==> src/rtl/fetch_sequencer_if.sv <==
// rtl/fetch_sequencer_if.sv - fetch sequencer redirect, ROM and IF/ID signal bundle
interface fetch_sequencer_if;
  logic        stall;
  logic        br_taken;
  logic [31:0] br_target;
  logic        jump;
  logic [31:0] jump_target;
  logic        jr;
  logic [31:0] jr_target;
  logic        irq;
  logic        exc;
  logic [31:0] rom_addr;
  logic [31:0] rom_data;
  logic [31:0] ifid_inst;
  logic [31:0] ifid_pc;
  logic        ifid_valid;
  logic        kernel;
  logic        epc_we;
  logic [31:0] epc_value;

  modport master (
    input  stall, br_taken, br_target, jump, jump_target, jr, jr_target,
           irq, exc, rom_data,
    output rom_addr, ifid_inst, ifid_pc, ifid_valid, kernel, epc_we, epc_value
  );

  modport slave (
    output stall, br_taken, br_target, jump, jump_target, jr, jr_target,
           irq, exc, rom_data,
    input  rom_addr, ifid_inst, ifid_pc, ifid_valid, kernel, epc_we, epc_value
  );
endinterface

==> src/rtl/fetch_sequencer.sv <==
// rtl/fetch_sequencer.sv - PC owner, next-PC arbiter, IF/ID register and EPC writer
module fetch_sequencer #(
  parameter logic [31:0] RESET_VEC = 32'h8000_0000,
  parameter logic [31:0] IRQ_VEC   = 32'h8000_0004,
  parameter logic [31:0] EXC_VEC   = 32'h8000_0008
) (
  input  logic              clk,
  input  logic              reset,
  fetch_sequencer_if.master bus
);
  logic [31:0] pc;
  logic [31:0] ifid_inst;
  logic [31:0] ifid_pc;
  logic        ifid_valid;
  logic        epc_we;
  logic [31:0] epc_value;

  logic        exc_take;
  logic        irq_take;
  logic        redirect;
  logic [31:0] redirect_pc;
  logic [31:0] seq_pc;

  assign bus.rom_addr   = pc;
  assign bus.kernel     = pc[31];
  assign bus.ifid_inst  = ifid_inst;
  assign bus.ifid_pc    = ifid_pc;
  assign bus.ifid_valid = ifid_valid;
  assign bus.epc_we     = epc_we;
  assign bus.epc_value  = epc_value;

  // Increment never touches the kernel bit; the low 31 bits wrap on their own.
  assign seq_pc = {pc[31], pc[30:0] + 31'd4};

  assign exc_take = bus.exc & ifid_valid;
  assign irq_take = bus.irq & ~pc[31] & ~bus.stall & ~bus.br_taken & ~bus.jump
                  & ~bus.jr & ifid_valid;

  always_comb begin
    redirect    = 1'b1;
    redirect_pc = seq_pc;
    if (exc_take)          redirect_pc = EXC_VEC;
    else if (irq_take)     redirect_pc = IRQ_VEC;
    else if (bus.jr)       redirect_pc = bus.jr_target;
    else if (bus.br_taken) redirect_pc = bus.br_target;
    else if (bus.jump)     redirect_pc = {pc[31], bus.jump_target[30:0]};
    else                   redirect    = 1'b0;
  end

  always_ff @(posedge clk or negedge reset) begin
    if (!reset) begin
      pc         <= RESET_VEC;
      ifid_inst  <= 32'd0;
      ifid_pc    <= RESET_VEC;
      ifid_valid <= 1'b0;
      epc_we     <= 1'b0;
      epc_value  <= 32'd0;
    end else begin
      epc_we <= exc_take | irq_take;
      // Exceptions skip the faulting instruction; interrupts replay the flushed one.
      if (exc_take)      epc_value <= ifid_pc + 32'd4;
      else if (irq_take) epc_value <= ifid_pc;

      if (redirect) begin
        pc         <= redirect_pc;
        ifid_inst  <= 32'd0;
        ifid_pc    <= pc;
        ifid_valid <= 1'b0;
      end else if (!bus.stall) begin
        pc         <= seq_pc;
        ifid_inst  <= bus.rom_data;
        ifid_pc    <= pc;
        ifid_valid <= 1'b1;
      end
    end
  end
endmodule

==> src/flat_wrapper.sv <==
// flat-port wrapper written by rule: the top's interface ports become plain ports
module fetch_sequencer_flat 
#(
  parameter logic [31:0] RESET_VEC = 32'h8000_0000,
  parameter logic [31:0] IRQ_VEC   = 32'h8000_0004,
  parameter logic [31:0] EXC_VEC   = 32'h8000_0008
)
  (clk, reset, bus_stall, bus_br_taken, bus_br_target, bus_jump, bus_jump_target, bus_jr, bus_jr_target, bus_irq, bus_exc, bus_rom_data, bus_rom_addr, bus_ifid_inst, bus_ifid_pc, bus_ifid_valid, bus_kernel, bus_epc_we, bus_epc_value);
  fetch_sequencer_if bus_i ();
  input  logic clk;
  input  logic reset;
  input wire logic [$bits(bus_i.stall)-1:0] bus_stall;
  input wire logic [$bits(bus_i.br_taken)-1:0] bus_br_taken;
  input wire logic [$bits(bus_i.br_target)-1:0] bus_br_target;
  input wire logic [$bits(bus_i.jump)-1:0] bus_jump;
  input wire logic [$bits(bus_i.jump_target)-1:0] bus_jump_target;
  input wire logic [$bits(bus_i.jr)-1:0] bus_jr;
  input wire logic [$bits(bus_i.jr_target)-1:0] bus_jr_target;
  input wire logic [$bits(bus_i.irq)-1:0] bus_irq;
  input wire logic [$bits(bus_i.exc)-1:0] bus_exc;
  input wire logic [$bits(bus_i.rom_data)-1:0] bus_rom_data;
  output wire logic [$bits(bus_i.rom_addr)-1:0] bus_rom_addr;
  output wire logic [$bits(bus_i.ifid_inst)-1:0] bus_ifid_inst;
  output wire logic [$bits(bus_i.ifid_pc)-1:0] bus_ifid_pc;
  output wire logic [$bits(bus_i.ifid_valid)-1:0] bus_ifid_valid;
  output wire logic [$bits(bus_i.kernel)-1:0] bus_kernel;
  output wire logic [$bits(bus_i.epc_we)-1:0] bus_epc_we;
  output wire logic [$bits(bus_i.epc_value)-1:0] bus_epc_value;
  assign bus_i.stall = bus_stall;
  assign bus_i.br_taken = bus_br_taken;
  assign bus_i.br_target = bus_br_target;
  assign bus_i.jump = bus_jump;
  assign bus_i.jump_target = bus_jump_target;
  assign bus_i.jr = bus_jr;
  assign bus_i.jr_target = bus_jr_target;
  assign bus_i.irq = bus_irq;
  assign bus_i.exc = bus_exc;
  assign bus_i.rom_data = bus_rom_data;
  assign bus_rom_addr = bus_i.rom_addr;
  assign bus_ifid_inst = bus_i.ifid_inst;
  assign bus_ifid_pc = bus_i.ifid_pc;
  assign bus_ifid_valid = bus_i.ifid_valid;
  assign bus_kernel = bus_i.kernel;
  assign bus_epc_we = bus_i.epc_we;
  assign bus_epc_value = bus_i.epc_value;
  fetch_sequencer #(.RESET_VEC(RESET_VEC), .IRQ_VEC(IRQ_VEC), .EXC_VEC(EXC_VEC)) u_core (.clk(clk), .reset(reset), .bus(bus_i));
endmodule
==> config.mk <==
export PLATFORM = sky130hd
export DESIGN_NAME = fetch_sequencer_flat
export DESIGN_NICKNAME = d
export VERILOG_FILES = /design/src/rtl/fetch_sequencer_if.sv /design/src/rtl/fetch_sequencer.sv /design/src/flat_wrapper.sv
export SDC_FILE = /design/constraint.sdc
export NUM_CORES = 1
export LEC_CHECK = 0
export ABC_AREA = 1
export ABC_CLOCK_PERIOD_IN_PS = 1700
export CORE_MARGIN = 3
export CORE_UTILIZATION = 47
export CTS_BUF_LIST = sky130_fd_sc_hd__clkbuf_4 sky130_fd_sc_hd__clkbuf_8
export CTS_CLUSTER_SIZE = 16
export DETAILED_ROUTE_END_ITERATION = 10
export PLACE_DENSITY = 0.84
export SYNTH_ARGS = -nofsm -noshare
export SYNTH_HDL_FRONTEND = slang
export SYNTH_SLANG_ARGS = --single-unit
==> constraint.sdc <==
create_clock -name clk -period 1.7 [get_ports clk]
set_input_delay 0.51 -clock clk [delete_from_list [all_inputs] [get_ports clk]]
set_output_delay 0.51 -clock clk [all_outputs]
set_load 0.1 [all_outputs]
==> results.cfg, run 1 <==
[floorplan]
initial_core_util_pct = 48.4
num_io_pins = 267
rows = 45
die_y_um = 132
die_width_um = 132

[synth]
synth_xor_area_share_pct = 1.54
ys_seq_area_share_pct = 43.9
synth_area_mm2 = 0.00742
synthesis.instances = 1033
synth.avg_cell_area_um2 = 7.18
yosys.area_share.simple_pct = 37.2
synth.distinct_cells = 36
syn_nets = 1171
synth_edf_count = 0
yosys_warnings = 0
async_flop_share_pct = 100
ys_seq_elements = 130
synth-compound-area-share_pct = 9.60
synthMuxAreaShare_pct = 0
yosys.area_share.adder_pct = 0.337
synthFlopType = dfrtp_1
synth_top_family_by_area = simple AND/OR/NAND/NOR gates

[place]
placed_cell_area_mm2 = 0.0124
gp_congestion = 0.910
io_buffers = 265
hpwl_um = 21200

[clocking]
htreeDepth = 4
clockRootBuffer = clkbuf_8
cts_num_sinks = 130
cts_inserted_buffers = 17
clk_path_buf_depth = 2

[status]
stop_stage = global routing (5_1_grt)
status = stopped before the end
first-error = [ERROR GRT-0232] Routing congestion too high. Check the congestion heatmap in the GUI.

[grt]
overflow = 701
grt_usage_pct = 86.4
grt_max_degree = 45

[sta]
worst_endpoint_kind = primary output
crit_endpoint = bus_rom_addr[31]
==> synth_stat cells, types with 9 or more instances <==
cell type  number  share of area, %
dfrtp_1       128                43
o22ai_1         9              0.76
nand4_1        10              0.84
clkbuf_1       16              0.81
nand2_1       348                18
o2111ai_1      19               2.2
nor2_1         93               4.7
inv_1          89               4.5
buf_2          21               1.4
o21ai_0        36               2.4
o21ai_1        24               1.6
xor2_1         12               1.4
nand3_1       124               8.4
or2_2          43               3.6
a21oi_1         9              0.61
==> layer usage <==
layer | GRT usage, % | GRT overflow
met1 | 81.1 | 2
met2 | 109 | 485
met3 | 64.1 | 5
met4 | 100 | 209
met5 | 15.5 | 0
==> what timing repair did <==
item                                    4_1_cts
endpoints found under the setup margin       78
endpoints found under the hold margin        30
resized for setup                            43
pin swaps                                    16
gates cloned                                  4
buffers inserted                             34
hold buffers                                  1
==> per-stage QoR <==
step	TNS [ns]	setup slack [ns]	utilization (%)	std cells
4_1_cts	-0.989	-0.208	86.7	1605
3_5_place_dp	-61.33	-0.620	80.9	1539
2_1_floorplan	-6.76	-0.128	-	1033
3_3_place_gp	-55.29	-0.484	80.9	1539
==> cells by family after synthesis <==
| logic type | after synthesis |
|---|---|
| flip-flops | 130 |
| adder cells (fa/ha/maj) | 2 |
| AND/OR/NAND/NOR | 637 |
| XOR/XNOR | 13 |
| AO/OA/AOI/OAI | 116 |
| buffers and inverters | 135 |
==> run 2: changes to the inputs <==
--- a/config.mk
+++ b/config.mk
@@ -8,11 +8,9 @@
 export ABC_AREA = 1
 export ABC_CLOCK_PERIOD_IN_PS = 1700
 export CORE_MARGIN = 3
-export CORE_UTILIZATION = 47
-export CTS_BUF_LIST = sky130_fd_sc_hd__clkbuf_4 sky130_fd_sc_hd__clkbuf_8
-export CTS_CLUSTER_SIZE = 16
+export CORE_UTILIZATION = 40
 export DETAILED_ROUTE_END_ITERATION = 10
-export PLACE_DENSITY = 0.84
+export PLACE_DENSITY_LB_ADDON = 0.15
 export SYNTH_ARGS = -nofsm -noshare
 export SYNTH_HDL_FRONTEND = slang
 export SYNTH_SLANG_ARGS = --single-unit
==> run 2 against run 1 <==
The flow now finishes, with violations (negative setup slack). Synthesized cell count unchanged. Synthesized area unchanged.
==> results.cfg, run 2 <==
[sta]
period_share_pct = 117
setup_violations = 135
worstMarginPinSlew_ns = 0.540
finalCriticalPeriod_ns = 1.99
hold_violations = 0
finClkSkew_ns = 0.0118
rsz0062_at_grt = true
worst_slack_ns = -0.292
finalMaxSlewViolations = 0
relSlewSlack_pct = 64.0
hold_ws_ns = 0.530
fmax_mhz = 502
setup-tns-final_ns = -20.77

[synth]
synth_edf_count = 0
synth_area_mm2 = 0.00742
ys_seq_elements = 130
yosysMostFrequentCell = nand2_1
synth_top_cell_by_area = dfrtp_1
async_flop_share_pct = 100
yosys_warnings = 0
ys_seq_area_share_pct = 43.9
synth.avg_cell_area_um2 = 7.18
synth_top_area_share_pct = 43.2
synth.distinct_cells = 36
syn_nets = 1171
synthesis.instances = 1033
synth_top_cells_by_area = dfrtp_1 (43%), nand2_1 (18%), nand3_1 (8.4%)
ys_top_cells_by_count = nand2_1 (348), dfrtp_1 (128), nand3_1 (124)
synthFlopType = dfrtp_1

[grt]
overflow = 0
grt_max_degree = 55
grt_pass1_vias = 8667
antenna_found_initial = 0
grt_usage_pct = 28.2
grt_pass1_wl_um = 44900

[route]
drt_iter0_drc = 1168
drt_wl_total_um = 35000
drc_errors = 0
routedWlPerCell_um = 21.2
first_pass_iters = 6
antenna_left = 0
via_per_inst = 5.80
vias = 9575

[critical_path]
arrival_ns = 2.32
cp.depth = 10
critPathKind = in -> reg
cp-start-kind = input port
end_kind = flop
r2r_cells = 8
path_buf_inv = 5
regToRegSetupSlack_ns = -0.24
crit_family = buffers and inverters
cp_max_fo = 13
worst_path_largest_cell_delay_ns = 0.47
timing.rr.end = u_core.bus.ifid_pc[16]
cp.required_ns = 2.02
crit_slowest_cell = clkdlybuf4s50_1
path_cells = clkdlybuf4s50_1 > inv_1 > nand2_2 > inv_2 > nand2_2 > nor2_8 > nand2_8 > buf_12 > buf_8 > o21ai_1
reg2reg_from = u_core.bus.rom_addr[31]
crit_top_cell = nand2_2

[flow_run]
max_cap_viol_count = 0

[power]
comb_power_share_pct = 47.1
clkPwrFrac_pct = 25.0
power.total_mw = 15.5
leakage_nw = 6.91
powerDensity_mw_per_mm2 = 1030
power_frac_seq_pct = 27.9
switching_share_pct = 44.1
intPower_mw = 8.67
p_switching_mw = 6.83
peakVddDrop_uv = 805

[status]
status = complete, but fails checks
violations = negative setup slack

[floorplan]
rows = 49
initial_core_util_pct = 41.0
die_width_um = 142
num_io_pins = 267
coreArea_mm2 = 0.0181
die_area_mm2 = 0.0202
die_y_um = 142

[cells_and_area]
area_growth_pct = 102
design_area_mm2 = 0.0150
regArea_mm2 = 0.00338
fill_cells = 924
drive_gt1_share_pct = 43.6
num-nets-final = 1548
n_antenna_cell = 0
multi_input_area_mm2 = 0.00462
final_common_cell = nand2_1
layout_common_cells = nand2_1 (262), buf_12 (156), clkdlybuf4s50_1 (129)

[place]
placed_cell_area_mm2 = 0.0125
hpwl_um = 20300
gp_congestion = 0.961
post-place-ws_ns = -0.577
io_buffers = 265

[hold_path]
hp-class = reg -> reg
whs_endpoint = u_core.bus.ifid_inst[6]
hold_start = u_core.bus.ifid_inst[6]
hold_depth = 2

[clocking]
clockRootBuffer = clkbuf_16
clk_path_buf_depth = 2
htreeDepth = 4
cts_inserted_buffers = 17
cts_num_sinks = 130
clk_pin_slew_ns = 0.06
clk_latency_ns = 0.43
cts_tree = built
[run 2: cell counts after synthesis]
No cell type changed its count.
[run 2: layout make-up]
type                    count  area share (%)
well taps                 229            1.91
repair buffers            399            38.2
clock buffers              21            3.07
multi-input cells         768            30.8
clock inverters            11            1.03
inverters                  94            2.48
flip-flops and latches    130            22.5
[run 2: power groups by stage]
stage | clock network, mW | registers (mW) | logic [mW]
after floorplan | 0 | 6.95 | 0.980
after global placement | 0 | 4.25 | 6.56
after detailed placement | 0 | 4.27 | 6.61
after CTS | 3.87 | 4.21 | 6.78
after global routing | 4.06 | 4.36 | 7.53
final | 3.87 | 4.33 | 7.30
[run 2: worst reg2reg max path: stages, from the launching register on]
cell	delay [ns]
dfstp_4	0.64
inv_4	0.05
nand4_1	0.14
nand2_2	0.14
nor2_8	0.20
nand2_8	0.12
buf_12	0.17
buf_8	0.16
o21ai_1	0.23
[run 2: cell families after synthesis]
family / Yosys count / synth area share, %
AOI/OAI and AO/OA: 116 / 9.60
xor gates and xnor gates: 13 / 1.54
adders and majority gates: 2 / 0.337
buffers and inverters: 135 / 7.44
DFF: 130 / 43.9
and+or+nand+nor: 637 / 37.2
[run 2: metrics by stage]
stage	util [%]	std cells
3_5_place_dp	69.0	1563
2_1_floorplan	-	1033
5_1_grt	83.0	1652
6_report	83.0	1652
4_1_cts	75.4	1625
3_3_place_gp	69.0	1563
[run 2: how the worst max path moves through the flow]
| stage | slack [ns] | from | to |
|---|---|---|---|
| detailed placement | -0.58 | bus_br_taken | u_core.bus.ifid_inst[1] |
| global route | -0.31 | u_core.bus.rom_addr[31] | u_core.bus.ifid_pc[16] |
| global placement | -0.54 | bus_br_taken | u_core.bus.ifid_inst[5] |
| floorplan | -0.13 | u_core.bus.ifid_pc[3] | u_core.bus.epc_value[16] |
| CTS | -0.17 | u_core.bus.rom_addr[31] | bus_rom_addr[31] |
| finish | -0.29 | bus_jump | u_core.bus.ifid_pc[16] |
[run 2: timing repair]
item                                   4_1_cts  5_1_grt
gates cloned                                 7       14
resized for setup                           49      271
setup endpoints to repair                  110      137
endpoints found under the hold margin        4        0
pin swaps                                   32       65
hold buffers                                 1        0
buffers inserted                            26       18
[run 2: per-layer routing]
metal  up-vias  share of wire, %  track usage (%)
met2       736                49             46.8
met3       204                10             7.12
met1      4520                36             34.8
li1       4115                 -                -
met4         0               5.5             12.0
met5         -                 0                0
Note: power is estimated with default switching activity, not from simulation.
==> run 3: changes to the inputs <==
--- a/config.mk
+++ b/config.mk
@@ -10,7 +10,8 @@
 export CORE_MARGIN = 3
 export CORE_UTILIZATION = 40
 export DETAILED_ROUTE_END_ITERATION = 10
-export PLACE_DENSITY_LB_ADDON = 0.15
+export GPL_ROUTABILITY_DRIVEN = 0
+export PLACE_DENSITY = 0.75
 export SYNTH_ARGS = -nofsm -noshare
 export SYNTH_HDL_FRONTEND = slang
 export SYNTH_SLANG_ARGS = --single-unit
==> run 3 against run 2 <==
The run still ends with negative setup slack left. Flip-flop and latch count unchanged. Maximum frequency down 2.6%. Wire length up 7.3%. Highest routed layer unchanged. Non-clock buffer count up 3. Total power down 0.48%. Core utilization down 0.91 points.
==> results.cfg, run 3 (synthesized netlist as in run 2, its figures left out) <==
[power]
peakVddDrop_uv = 791
powerDensity_mw_per_mm2 = 1040
leakage_nw = 6.78

[sta]
worst_slack_ns = -0.345
hold_violations = 0
finClkSkew_ns = 0.00816
worstMarginPinSlew_ns = 0.451
period_share_pct = 120
rsz0062_at_grt = true
fmax_mhz = 489
setup_violations = 142
relSlewSlack_pct = 70.0
finalCriticalPeriod_ns = 2.04
finalMaxSlewViolations = 0

[route]
first_pass_iters = 8
vias = 9744
drc_errors = 0
drt_wl_total_um = 37500
routedWlPerCell_um = 22.7
drt_iter0_drc = 1188
via_per_inst = 5.88
antenna_left = 0

[place]
post-place-ws_ns = -0.595
hpwl_um = 21700
io_buffers = 265
placed_cell_area_mm2 = 0.0124

[critical_path]
path_cells = buf_6 > inv_2 > nand4_1 > nand2_2 > nor2_8 > nand2_8 > buf_12 > buf_12 > buf_12 > o21ai_1
crit_slowest_cell = dfstp_4
crit_top_cell = buf_12
cp.required_ns = 2.03
critPathKind = reg -> reg
worst_path_largest_cell_delay_ns = 0.64
r2r_cells = 10
regToRegSetupSlack_ns = -0.34
cp_max_fo = 7
reg2reg_from = u_core.bus.rom_addr[31]
arrival_ns = 2.37
crit_start = u_core.bus.rom_addr[31]
timing.rr.end = u_core.bus.ifid_pc[8]
cp-start-kind = flop
end_kind = flop

[cells_and_area]
num-nets-final = 1552
layout_common_cells = nand2_1 (302), buf_12 (161), clkdlybuf4s50_1 (130)
n_antenna_cell = 0
design_area_mm2 = 0.0148
drive_gt1_share_pct = 39.5
final_common_cell = nand2_1
area_growth_pct = 100
fill_cells = 939

[hold_path]
hp-class = reg -> reg
whs_endpoint = u_core.bus.ifid_inst[0]
hold_start = u_core.bus.ifid_inst[0]
hold_depth = 2

[clocking]
clk_pin_slew_ns = 0.07
clockRootBuffer = clkbuf_16
cts_tree = built
cts_num_sinks = 130
clk_path_buf_depth = 2
cts_inserted_buffers = 17
clk_latency_ns = 0.44
htreeDepth = 4

[status]
status = complete, but fails checks
violations = negative setup slack

[grt]
grt_usage_pct = 33.1
overflow = 0
grt_max_degree = 38
antenna_found_initial = 1
grt_pass1_vias = 9507
grt_pass1_wl_um = 51700

[floorplan]
initial_core_util_pct = 41.0
coreArea_mm2 = 0.0181
die_width_um = 142
die_area_mm2 = 0.0202
die_y_um = 142
num_io_pins = 267
rows = 49

[flow_run]
max_cap_viol_count = 0
run 3: cell types whose count changed in the layout (fill, tap and decap cells not counted), sizes merged:
cell | before | now
inv | 95 | 97
clkdlybuf4s50 | 129 | 130
nor2 | 100 | 101
clkinvlp | 2 | 5
dlymetal6s2s | 1 | 0
bufinv | 3 | 2
buf | 254 | 259
clkinv | 5 | 4
bufbuf | 0 | 1
clkbuf | 32 | 26
run 3: worst max-delay path: cells and delay by family, from the launching register on:
kind,cells,cell delay (ns)
buf+inv,5,0.56
flops,1,0.64
compound gates,1,0.22
simple gates,4,0.52
run 3: per-stage QoR:
stage | power [mW] | cells | util (%) | hold WS (ns) | TNS [ns]
after floorplan | 7.93 | 1033 | - | 0.214 | -6.76
after global placement | 10.8 | 1555 | 68.5 | 0.453 | -61.40
after detailed placement | 10.9 | 1555 | 68.5 | 0.451 | -64.56
after CTS | 14.9 | 1638 | 78.4 | 0.532 | -9.95
after global routing | 15.8 | 1656 | 82.1 | 0.547 | -31.13
final | 15.4 | 1656 | 82.1 | 0.531 | -23.00
run 3: routing by layer:
metal / global-route usage (%) / wire, µm / share of wire (%)
met2: 57.5 / 18500 / 49
met3: 8.64 / 3800 / 10
met5: 0 / 0 / 0
met4: 17.5 / 2770 / 7.4
met1: 37.1 / 12500 / 33
run 3: power breakdown:
group / leakage [nW] / internal [mW] / switching, mW
combinational: 4.95 / 2.72 / 4.59
sequential: 1.55 / 3.57 / 0.759
clock: 0.276 / 2.21 / 1.57
run 3: cell type report:
cell class	count	area, µm²	area share [%]
clock buffers	18	439	2.96
clock inverters	14	155	1.05
inverters	94	368	2.48
multi-input cells	769	4300	29.0
flip-flops and latches	130	3380	22.8
well taps	229	287	1.93
repair buffers	402	5910	39.8
run 3: repair_timing:
item	in CTS	in global routing
gates resized for setup	134	122
endpoints found under the setup margin	139	141
endpoints found under the hold margin	1	0
hold buffers	1	0
setup buffers	33	17
pin swaps	10	31
cloned	20	8
run 3: worst max-delay path by stage:
stage	endpoint	slack [ns]	cells past startpoint
final	u_core.bus.ifid_pc[8]	-0.34	10
after global routing	u_core.bus.rom_addr[4]	-0.39	10
after CTS	bus_rom_addr[31]	-0.17	2
after detailed placement	u_core.bus.rom_addr[28]	-0.60	11
after global placement	u_core.bus.rom_addr[15]	-0.57	11
after floorplan	u_core.bus.epc_value[16]	-0.13	7
==> run 4: changes to the inputs <==
--- a/config.mk
+++ b/config.mk
@@ -10,8 +10,10 @@
 export CORE_MARGIN = 3
 export CORE_UTILIZATION = 40
 export DETAILED_ROUTE_END_ITERATION = 10
+export DONT_BUFFER_PORTS = 1
 export GPL_ROUTABILITY_DRIVEN = 0
-export PLACE_DENSITY = 0.75
+export PLACE_DENSITY = 0.56
+export SLEW_MARGIN = 20
 export SYNTH_ARGS = -nofsm -noshare
 export SYNTH_HDL_FRONTEND = slang
 export SYNTH_SLANG_ARGS = --single-unit
==> run 4 against run 3 <==
The flow finishes with violations (negative hold slack, negative setup slack). Via count fell by 18%. First-iteration DRC count fell by 51%. Maximum frequency rose by 10%. Largest cell class is now multi-input combinational cells. Critical path type is now reg -> out. Highest routed layer unchanged. Core utilization fell by 17 points. Register-to-register slack improved by 0.21 ns. Global-route usage fell by 8.4 points.
==> results.cfg, run 4 (synthesized netlist as in run 2, its figures left out) <==
[place]
dp_cells = 1396
post-place-ws_ns = -0.0849
io_buffers = 0
hpwl_um = 18400

[sta]
rsz0062_at_grt = true
setup_violations = 115
relSlewSlack_pct = 73.0
hold_violations = 129
hold_ws_ns = -0.225
worstMarginPinSlew_ns = 0.402
finClkSkew_ns = 0.00922
finalCriticalPeriod_ns = 1.86
fmax_mhz = 539
worst_slack_ns = -0.157
finalMaxSlewViolations = 0
period_share_pct = 109

[grt]
use_met3_pct = 6.59
busiest_layer = met2
overflow = 0
grt_usage_pct = 24.7
use_met1_pct = 34.5
met2_usage_pct = 38.0
grt_pass1_vias = 7050
antenna_found_initial = 0
grt_pass1_wl_um = 39100
grt_max_degree = 131

[critical_path]
end_kind = output port
crit_family = flip-flops
path_cells = buf_16
arrival_ns = 1.35
reg2reg_from = u_core.bus.rom_addr[31]
cp.required_ns = 1.19
cp-endpoint = bus_kernel
crit_slowest_cell = dfstp_4
cp_max_fo = 3
crit_start = u_core.bus.rom_addr[31]
path_buf_inv = 1
critPathKind = reg -> out
r2r_cells = 10
worst_path_largest_cell_delay_ns = 0.64
timing.rr.end = u_core.bus.ifid_inst[11]
cp.depth = 1
regToRegSetupSlack_ns = -0.13
cp-start-kind = flop

[power]
powerDensity_mw_per_mm2 = 1120
p_switching_mw = 6.16
comb_power_share_pct = 43.0
intPower_mw = 6.94
peakVddDrop_uv = 709
clkPwrFrac_pct = 26.8
power_frac_seq_pct = 30.2
switching_share_pct = 47.0
leakage_nw = 5.62

[floorplan]
rows = 49
num_io_pins = 267
initial_core_util_pct = 41.0
die_y_um = 142
die_width_um = 142
coreArea_mm2 = 0.0181
die_area_mm2 = 0.0202

[hold_path]
hp-class = in -> async

[status]
status = complete, but fails checks
violations = negative hold slack, negative setup slack

[cells_and_area]
final-instance-count-excl-fill = 1484
multi_input_area_mm2 = 0.00458
drive_gt1_share_pct = 44.5
final_common_cell = nand2_1
n_antenna_cell = 0
regArea_mm2 = 0.00338
layout_common_cells = nand2_1 (287), buf_4 (143), inv_1 (85)
num-nets-final = 1380
area_growth_pct = 58.2
fill_cells = 1521

[route]
drt_wl_total_um = 29300
via_per_inst = 5.39
first_pass_iters = 5
drc_errors = 0
antenna_left = 0
routedWlPerCell_um = 19.8
drt_iter0_drc = 587
vias = 7997

[clocking]
clockRootBuffer = clkbuf_16
cts_inserted_buffers = 17
cts_num_sinks = 130
clk_pin_slew_ns = 0.06
cts_tree = built
htreeDepth = 4
clk_path_buf_depth = 2
clk_latency_ns = 0.43

[flow_run]
max_cap_viol_count = 0
run 4: changes by cell type in the layout (fill, tap and decap cells not counted), moves of 18 or more:
cell	change
buf_4	+84
nand3_2	+30
o21ai_2	-18
clkdlybuf4s50_1	-130
buf_12	-147
nand3_1	-39
run 4: through the flow:
stage / instance area (µm²) / util [%] / power [mW] / setup TNS [ns]
final: 11700 / 64.8 / 13.1 / -6.22
after CTS: 9990 / 55.2 / 12.7 / -0.383
after detailed placement: 9170 / 50.7 / 9.12 / -1.82
after floorplan: 7720 / - / 7.93 / -6.76
after global placement: 9170 / 50.7 / 9.07 / -0.921
after global routing: 11700 / 64.8 / 13.6 / -14.13
run 4: worst min path at each step:
stage | cells past startpoint | to
floorplan | 0 | u_core.bus.epc_value[0]
global placement | 0 | u_core.bus.epc_value[2]
detailed placement | 0 | u_core.bus.epc_we
CTS | 0 | u_core.bus.epc_we
global route | 0 | u_core.bus.epc_value[5]
finish | 0 | u_core.bus.epc_we
run 4: metal layers:
metal | part of all wire [%] | vias up
met3 | 7.1 | 59
met1 | 42 | 3808
met2 | 49 | 333
met4 | 2.6 | 0
li1 | - | 3797
met5 | 0 | -
run 4: power by group through the flow:
stage	sequential, mW	clock (mW)	combinational [mW]
after floorplan	6.95	0	0.980
after global placement	3.97	0	5.11
after detailed placement	3.97	0	5.14
after CTS	3.93	3.54	5.22
after global routing	4.00	3.69	5.88
final	3.95	3.51	5.64
run 4: what timing repair did:
| item | 4_1_cts | 5_1_grt |
|---|---|---|
| setup endpoints to repair | 61 | 106 |
| gates resized for setup | 28 | 261 |
| endpoints found under the hold margin | 130 | 130 |
| cloned | 5 | 31 |
| setup buffers | 4 | 17 |
| pin swaps | 8 | 80 |
run 4: cell type report:
cell class	instances	area share, %
inverters	94	3.32
repair buffers	225	21.5
flip-flops and latches	130	28.8
clock buffers	23	3.99
repair inverters	2	0.213
well taps	229	2.44
clock inverters	9	0.693
multi-input cells	772	39.0
